<file path="src/rtl/mux_n_to_1_stream.sv">
// mux_n_to_1_stream
//
// An N-to-1 multiplexer for valid/ready streams that locks onto one channel
// for a whole packet. In IDLE the requested select is sampled. An in-range
// select locks that channel. An out-of-range select produces a one-cycle
// error pulse. While LOCKED, beats from the locked channel pass through a
// single output register. The FSM returns to IDLE on the edge that accepts
// the beat marked last.
//
// Optional feature macro: MUX_OUT_BAR_EN.
// When it is defined, an o_out_bar register holds the bitwise complement of
// o_out. When it is undefined, the port and its logic do not exist.

module mux_n_to_1_stream #(
  parameter int N     = 4,
  parameter int WIDTH = 8,
  parameter int SEL_W = 2
) (
  input  logic               i_clk,
  input  logic               i_rst,
  input  logic [N*WIDTH-1:0] i_in_data,
  input  logic [N-1:0]       i_in_valid,
  input  logic [N-1:0]       i_in_last,
  output logic [N-1:0]       o_in_ready,
  input  logic [SEL_W-1:0]   i_sel,
  output logic [WIDTH-1:0]   o_out,
  output logic               o_out_valid,
  output logic               o_out_last,
  input  logic               i_out_ready,
`ifdef MUX_OUT_BAR_EN
  output logic [WIDTH-1:0]   o_out_bar,
`endif
  output logic               o_busy,
  output logic               o_sel_err
);

  // The channel count, widened by one bit so it can be compared against
  // any select value, including all-ones.
  localparam logic [SEL_W:0] NUM_CH = (SEL_W+1)'(N);

  typedef enum logic {
    ST_IDLE,
    ST_LOCKED
  } state_t;

  state_t             r_state;
  logic [SEL_W-1:0]   r_cur;
  logic [WIDTH-1:0]   r_out;
  logic               r_out_valid;
  logic               r_out_last;
  logic               r_sel_err;
`ifdef MUX_OUT_BAR_EN
  logic [WIDTH-1:0]   r_out_bar;
`endif

  logic [WIDTH-1:0]   w_cur_data;
  logic               w_cur_valid;
  logic               w_cur_last;
  logic               w_locked;
  logic               w_slot_free;
  logic               w_accept;
  logic               w_sel_ok;

  assign w_locked    = (r_state == ST_LOCKED);
  assign w_slot_free = !r_out_valid || i_out_ready;
  assign w_accept    = w_locked && w_cur_valid && w_slot_free;
  assign w_sel_ok    = ({1'b0, i_sel} < NUM_CH);

  // Pick the locked channel's data, valid and last. The other channels
  // never reach any output.
  always_comb begin
    w_cur_data  = '0;
    w_cur_valid = 1'b0;
    w_cur_last  = 1'b0;
    for (int k = 0; k < N; k++) begin
      if (r_cur == SEL_W'(k)) begin
        w_cur_data  = i_in_data[k*WIDTH +: WIDTH];
        w_cur_valid = i_in_valid[k];
        w_cur_last  = i_in_last[k];
      end
    end
  end

  // Drive ready to the locked channel only. Ready is asserted when the
  // output register is empty or is being drained this cycle.
  always_comb begin
    o_in_ready = '0;
    for (int k = 0; k < N; k++) begin
      o_in_ready[k] = w_locked && (r_cur == SEL_W'(k)) && w_slot_free;
    end
  end

  // Lock control: sample the select in IDLE, and release the lock on the
  // accepted last beat.
  always_ff @(posedge i_clk) begin
    if (i_rst) begin
      r_state   <= ST_IDLE;
      r_cur     <= '0;
      r_sel_err <= 1'b0;
    end else begin
      r_sel_err <= 1'b0;
      case (r_state)
        ST_IDLE: begin
          if (w_sel_ok) begin
            r_cur   <= i_sel;
            r_state <= ST_LOCKED;
          end else begin
            r_sel_err <= 1'b1;
          end
        end
        ST_LOCKED: begin
          if (w_accept && w_cur_last) begin
            r_state <= ST_IDLE;
          end
        end
        default: r_state <= ST_IDLE;
      endcase
    end
  end

  // Output register: load on accept, drop valid once downstream takes the
  // beat, and otherwise hold everything steady.
  always_ff @(posedge i_clk) begin
    if (i_rst) begin
      r_out       <= '0;
      r_out_last  <= 1'b0;
      r_out_valid <= 1'b0;
    end else if (w_accept) begin
      r_out       <= w_cur_data;
      r_out_last  <= w_cur_last;
      r_out_valid <= 1'b1;
    end else if (r_out_valid && i_out_ready) begin
      r_out_valid <= 1'b0;
    end
  end

`ifdef MUX_OUT_BAR_EN
  // The complement register loads together with r_out, so it always
  // mirrors ~r_out. This includes the all-ones value after reset.
  always_ff @(posedge i_clk) begin
    if (i_rst) begin
      r_out_bar <= '1;
    end else if (w_accept) begin
      r_out_bar <= ~w_cur_data;
    end
  end

  assign o_out_bar = r_out_bar;
`endif

  assign o_out       = r_out;
  assign o_out_valid = r_out_valid;
  assign o_out_last  = r_out_last;
  assign o_busy      = w_locked;
  assign o_sel_err   = r_sel_err;

endmodule

</file>
<file path="config.mk">
export PLATFORM = sky130hd
export DESIGN_NAME = mux_n_to_1_stream
export DESIGN_NICKNAME = d
export VERILOG_FILES = /design/src/rtl/mux_n_to_1_stream.sv
export SDC_FILE = /design/constraint.sdc
export NUM_CORES = 1
export LEC_CHECK = 0
export BUFFER_PORTS_ARGS = -buffer_cell sky130_fd_sc_hd__clkbuf_2
export CAP_MARGIN = 20
export CORE_MARGIN = 3
export CORE_UTILIZATION = 40
export CTS_CLUSTER_DIAMETER = 80
export DETAILED_ROUTE_END_ITERATION = 7
export GPL_TIMING_DRIVEN = 0
export PLACE_DENSITY = 0.79
export SKIP_LAST_GASP = 1
export SLEW_MARGIN = 0
export SYNTH_ARGS = -nofsm -noshare
export SYNTH_HDL_FRONTEND = slang
export SYNTH_SLANG_ARGS = --single-unit
</file>
<file path="constraint.sdc">
create_clock -name i_clk -period 2.2 [get_ports i_clk]
set_input_delay 0.33 -clock i_clk [delete_from_list [all_inputs] [get_ports i_clk]]
set_output_delay 0.33 -clock i_clk [all_outputs]
set_load 0.05 [all_outputs]
</file>
Word level (Yosys, flattened, before mapping)
Cells that the tools add are included.
{ "op_classes": {"mux": 16, "bitwise": 1, "reduce_logical": 16, "eq_ne": 3} }
{ "op_table": {"columns": ["operator", "n"], "rows": [
  ["$mux 8", 4],
  ["$logic_and 1x1->1", 12],
  ["$mux 1", 11],
  ["$eq 2x2->1 const B", 2],
  ["$eq 2x1->1 const B", 1],
  ["$logic_not 2->1", 1],
  ["$pmux 1 s2", 1],
  ["$reduce_bool 2->1", 1],
  ["$logic_not 1->1", 1],
  ["$logic_or 1x1->1", 1],
  ["$not 1->1", 1]
]} }
{ "totals": {"inputBits": 45, "out_inout_bits": 16, "word_cells": 41, "reg_bits": 13} }

Depth between registers and ports, before layout
{ "depth": {"ltp_word": 10, "depth_mapped": 6, "depth_no_buf": 3} }

Worst setup path after synthesis
Ideal clock, no wire load.
{ "synth_timing": {"path_type": "register to output", "startpoint": "register r_state (netlist: o_busy)", "endpoint": "output o_in_ready[0]", "slack_ns": -0.276, "required_ns": 1.870, "t_arrival_ns": 2.146, "n_path_buf": 1, "stages_incl_launch_ff": 4, "cell_sequence": "dfxtp_1 clkbuf_1 nand2_1 nor3_1"} }
{ "synth_via": {"elab_chain_len": 2} }
{ "synth_lines": {"columns": ["element", "line", "rtl"], "rows": [
  ["start, declared", "46", "state_t r_state;"],
  ["start signal, assigned", "97", "r_state <= ST_IDLE;"],
  ["start signal, assigned", "106", "r_state <= ST_LOCKED;"],
  ["start signal, assigned", "113", "r_state <= ST_IDLE;"],
  ["$logic_and 1x1->1 (2 in a row)", "89", "o_in_ready[k] = w_locked && (r_cur == SEL_W'(k)) && w_slot_free;"],
  ["end, declared", "24", "output logic [N-1:0] o_in_ready,"]
]} }
Every way passes these cells.

Final worst setup path
{ "layout_timing": {"startpoint": "register r_out_valid (netlist: o_out_valid)", "endpoint": "output o_in_ready[2]"} }
{ "layout_via": {"elab_chain_len": 3} }
{ "layout_lines": {"columns": ["element", "line", "rtl"], "rows": [
  ["start, declared", "49", "logic r_out_valid;"],
  ["start signal, assigned", "127", "r_out_valid <= 1'b0;"],
  ["start signal, assigned", "131", "r_out_valid <= 1'b1;"],
  ["start signal, assigned", "133", "r_out_valid <= 1'b0;"],
  ["$logic_not 1->1", "65", "assign w_slot_free = !r_out_valid || i_out_ready;"],
  ["$logic_or 1x1->1", "65", null],
  ["$logic_and 1x1->1", "89", null]
]} }
Every way passes these cells.

==> flow_summary.ini <==
[run_status]
status = completed

[global_routing]
grt_start_max_net_pins = 11
grt-ovfl-total = 0
antenna_found_initial = 0
grt_pass1_wl_um = 3270
first_global_vias = 762
gr-usage-all-layers_pct = 16.2

[drt]
drtIter0Drc = 12
vias = 879
drc = 0
wl_per_cell_um = 12.4
drt_wl_total_um = 2180
post_drt_via_cell_ratio = 4.99
drt_first_pass_iters = 4
final_antenna_net_count = 0

[final_layout]
layout.nets = 195
area.sequential_sq_um = 260
nFillCells = 185
n_antenna_cell = 0
fin_cells = 176
drive_gt1_share_pct = 51.7
multiInputGateArea_sq_um = 504
area_growth_pct = 40.9
finish.instance_area_sq_um = 1230

[sta]
finalSetupViolations = 0
worst_pin_slew_ps = 510
setup_tns_ps = 0
fin_skew_ps = 2.57
rsz0062_at_grt = false
slew_viol_final = 0
hold_ws_ps = 246
final_hold_viol_count = 0
min_period_ps = 2000
fmax_mhz = 501
relSlewSlack_pct = 66.0
fin_crit_sh_pct = 90.7

[synth]
syn_avg_cell_area_sq_um = 10.1
synthTopCellsByArea = dfxtp_1 30%, mux4_2 18%, mux4_1 9.1%
synth_fp_nets = 131
yosys.area.top_type = dfxtp_1
ys_types = 20
synth_area_sq_um = 871
ys_warn_count = 0
ys_top_cells_by_count = 13 x dfxtp_1, 10 x inv_1, 9 x a31o_1, 9 x nand4_1, 8 x a21oi_1
postSynthCellCount = 86
synth_most_common_cell = dfxtp_1
ys_seq_elements = 13
synth-edff-count = 0
ys_seq_area_share_pct = 29.9
synth.top_cell.area_share_pct = 29.9
synthFlopType = dfxtp_1
async_reset_ff_share_pct = 0

[pwr]
powerDensity_nw_per_um2 = 549
finalPower_mw = 0.674
ir_drop_uv = 306
leakage_nw = 0.566

[clocking]
post_cts_resize_count = 0
postCtsSetupBuffers = 0
clockBufferDepth = 2
cts_hold_buf = 0
clkTransAtPathRegs_ps = 70
numCtsBuffers = 3
cts_sinks = 13
ctsHtreeMaxLevel = 1
cts_tree = done
clk_latency_ps = 280
clock-root-buffer = clkbuf_4

[setup_path]
cp_slowest_cell = clkbuf_1
cp-end-kind = output port
start_kind = flop
required_ps = 1870
slowest_delay_ps = 360
crit_chain = nand2b_1 -> clkbuf_1 -> nand2_1 -> nor3_1 -> clkbuf_2
arrival_ps = 1670
path_class = reg2out
path_max_fanout = 10

[die]
die_h_um = 52.7
die_w_um = 52.7
rows = 16
coreArea_sq_um = 2000
die_area_sq_um = 2770
initial_utilization_pct = 43.5
io_pins = 61

[placement]
hpwl_um = 1770
port_buffers = 59
place_area_sq_um = 1200
dp_cells = 172
gp_congestion = 0.767

[worst_hold_path]
worstHoldPathType = in2reg

[job]
drv_cap = 0
[final cells by class]
class                   instances  share of cell area (%)
inverters                      10                    3.06
repair buffers                 59                    24.1
multi-input cells              52                    41.1
well taps                      27                    2.75
flip-flops and latches         13                    21.2
clock buffers                   4                    2.14
plain buffers                  11                    5.71
[final timing paths]
check / from / endpoint / slack, ps / depth (start not counted)
max: o_out_valid / o_in_ready[2] / 200 / 5
min: i_rst / o_out[5] / 250 / 2
max reg2reg: r_cur[0] / o_out[7] / 630 / 5
min reg2reg: o_out_last / o_out_last / 530 / 3
[flip-flops by register name (all words and copies together), names as in the netlist]
register and count:
o_busy 1, o_out 8, r_cur 2, o_out_last 1
o_out_valid 1
[where the power goes]
group          total (mW)  internal [mW]  switching, mW
Sequential          0.265          0.253         0.0115
Clock               0.145         0.0704         0.0750
Combinational       0.264          0.110          0.153
[worst max-delay path, delay by kind of cell, from the launching register on]
family	cells	cell delay, ps
buffers and inverters	2	670
AND/OR/NAND/NOR	3	410
flip-flops	1	310
[layer usage]
metal  vias to the layer above  track usage (%)  wire, um
met5                         -                0         0
met4                         0             7.66        22
met3                         3             4.84       185
met2                        43             25.2      1090
met1                       388             20.4       880
li1                        445                -         -
[metrics by stage]
step           util, %  setup slack, ps
6_report          61.3              204
5_1_grt           61.3             54.9
4_1_cts           61.3              135
3_5_place_dp      59.9              376
3_3_place_gp      59.9              407
2_1_floorplan        -             -276
[placed cells by master (no fill, tap or decap)]
cell type  instances
mux4_1             3
clkbuf_2          60
buf_4              1
nand2b_1           1
inv_1             10
a31o_1             9
nand2_1            2
mux2i_1            2
clkbuf_1           6
nor3_1             2
nand3_1            1
nor2_1             4
a21oi_1            8
nand4_1            9
conb_1             1
buf_2              1
a21oi_2            2
mux4_2             7
dfxtp_1           13
and2b_1            1
buf_6              3
clkbuf_4           3
[cells by family after synthesis]
logic type             after synthesis  synth area share (%)
buffers and inverters               21                  12.2
and+or+nand+nor                     20                  12.4
AOI/OAI and AO/OA                   19                  15.7
DFF                                 13                  29.9
muxes                               12                  29.5
other                                1                 0.431
Note: power is estimated with default switching activity, not from simulation.
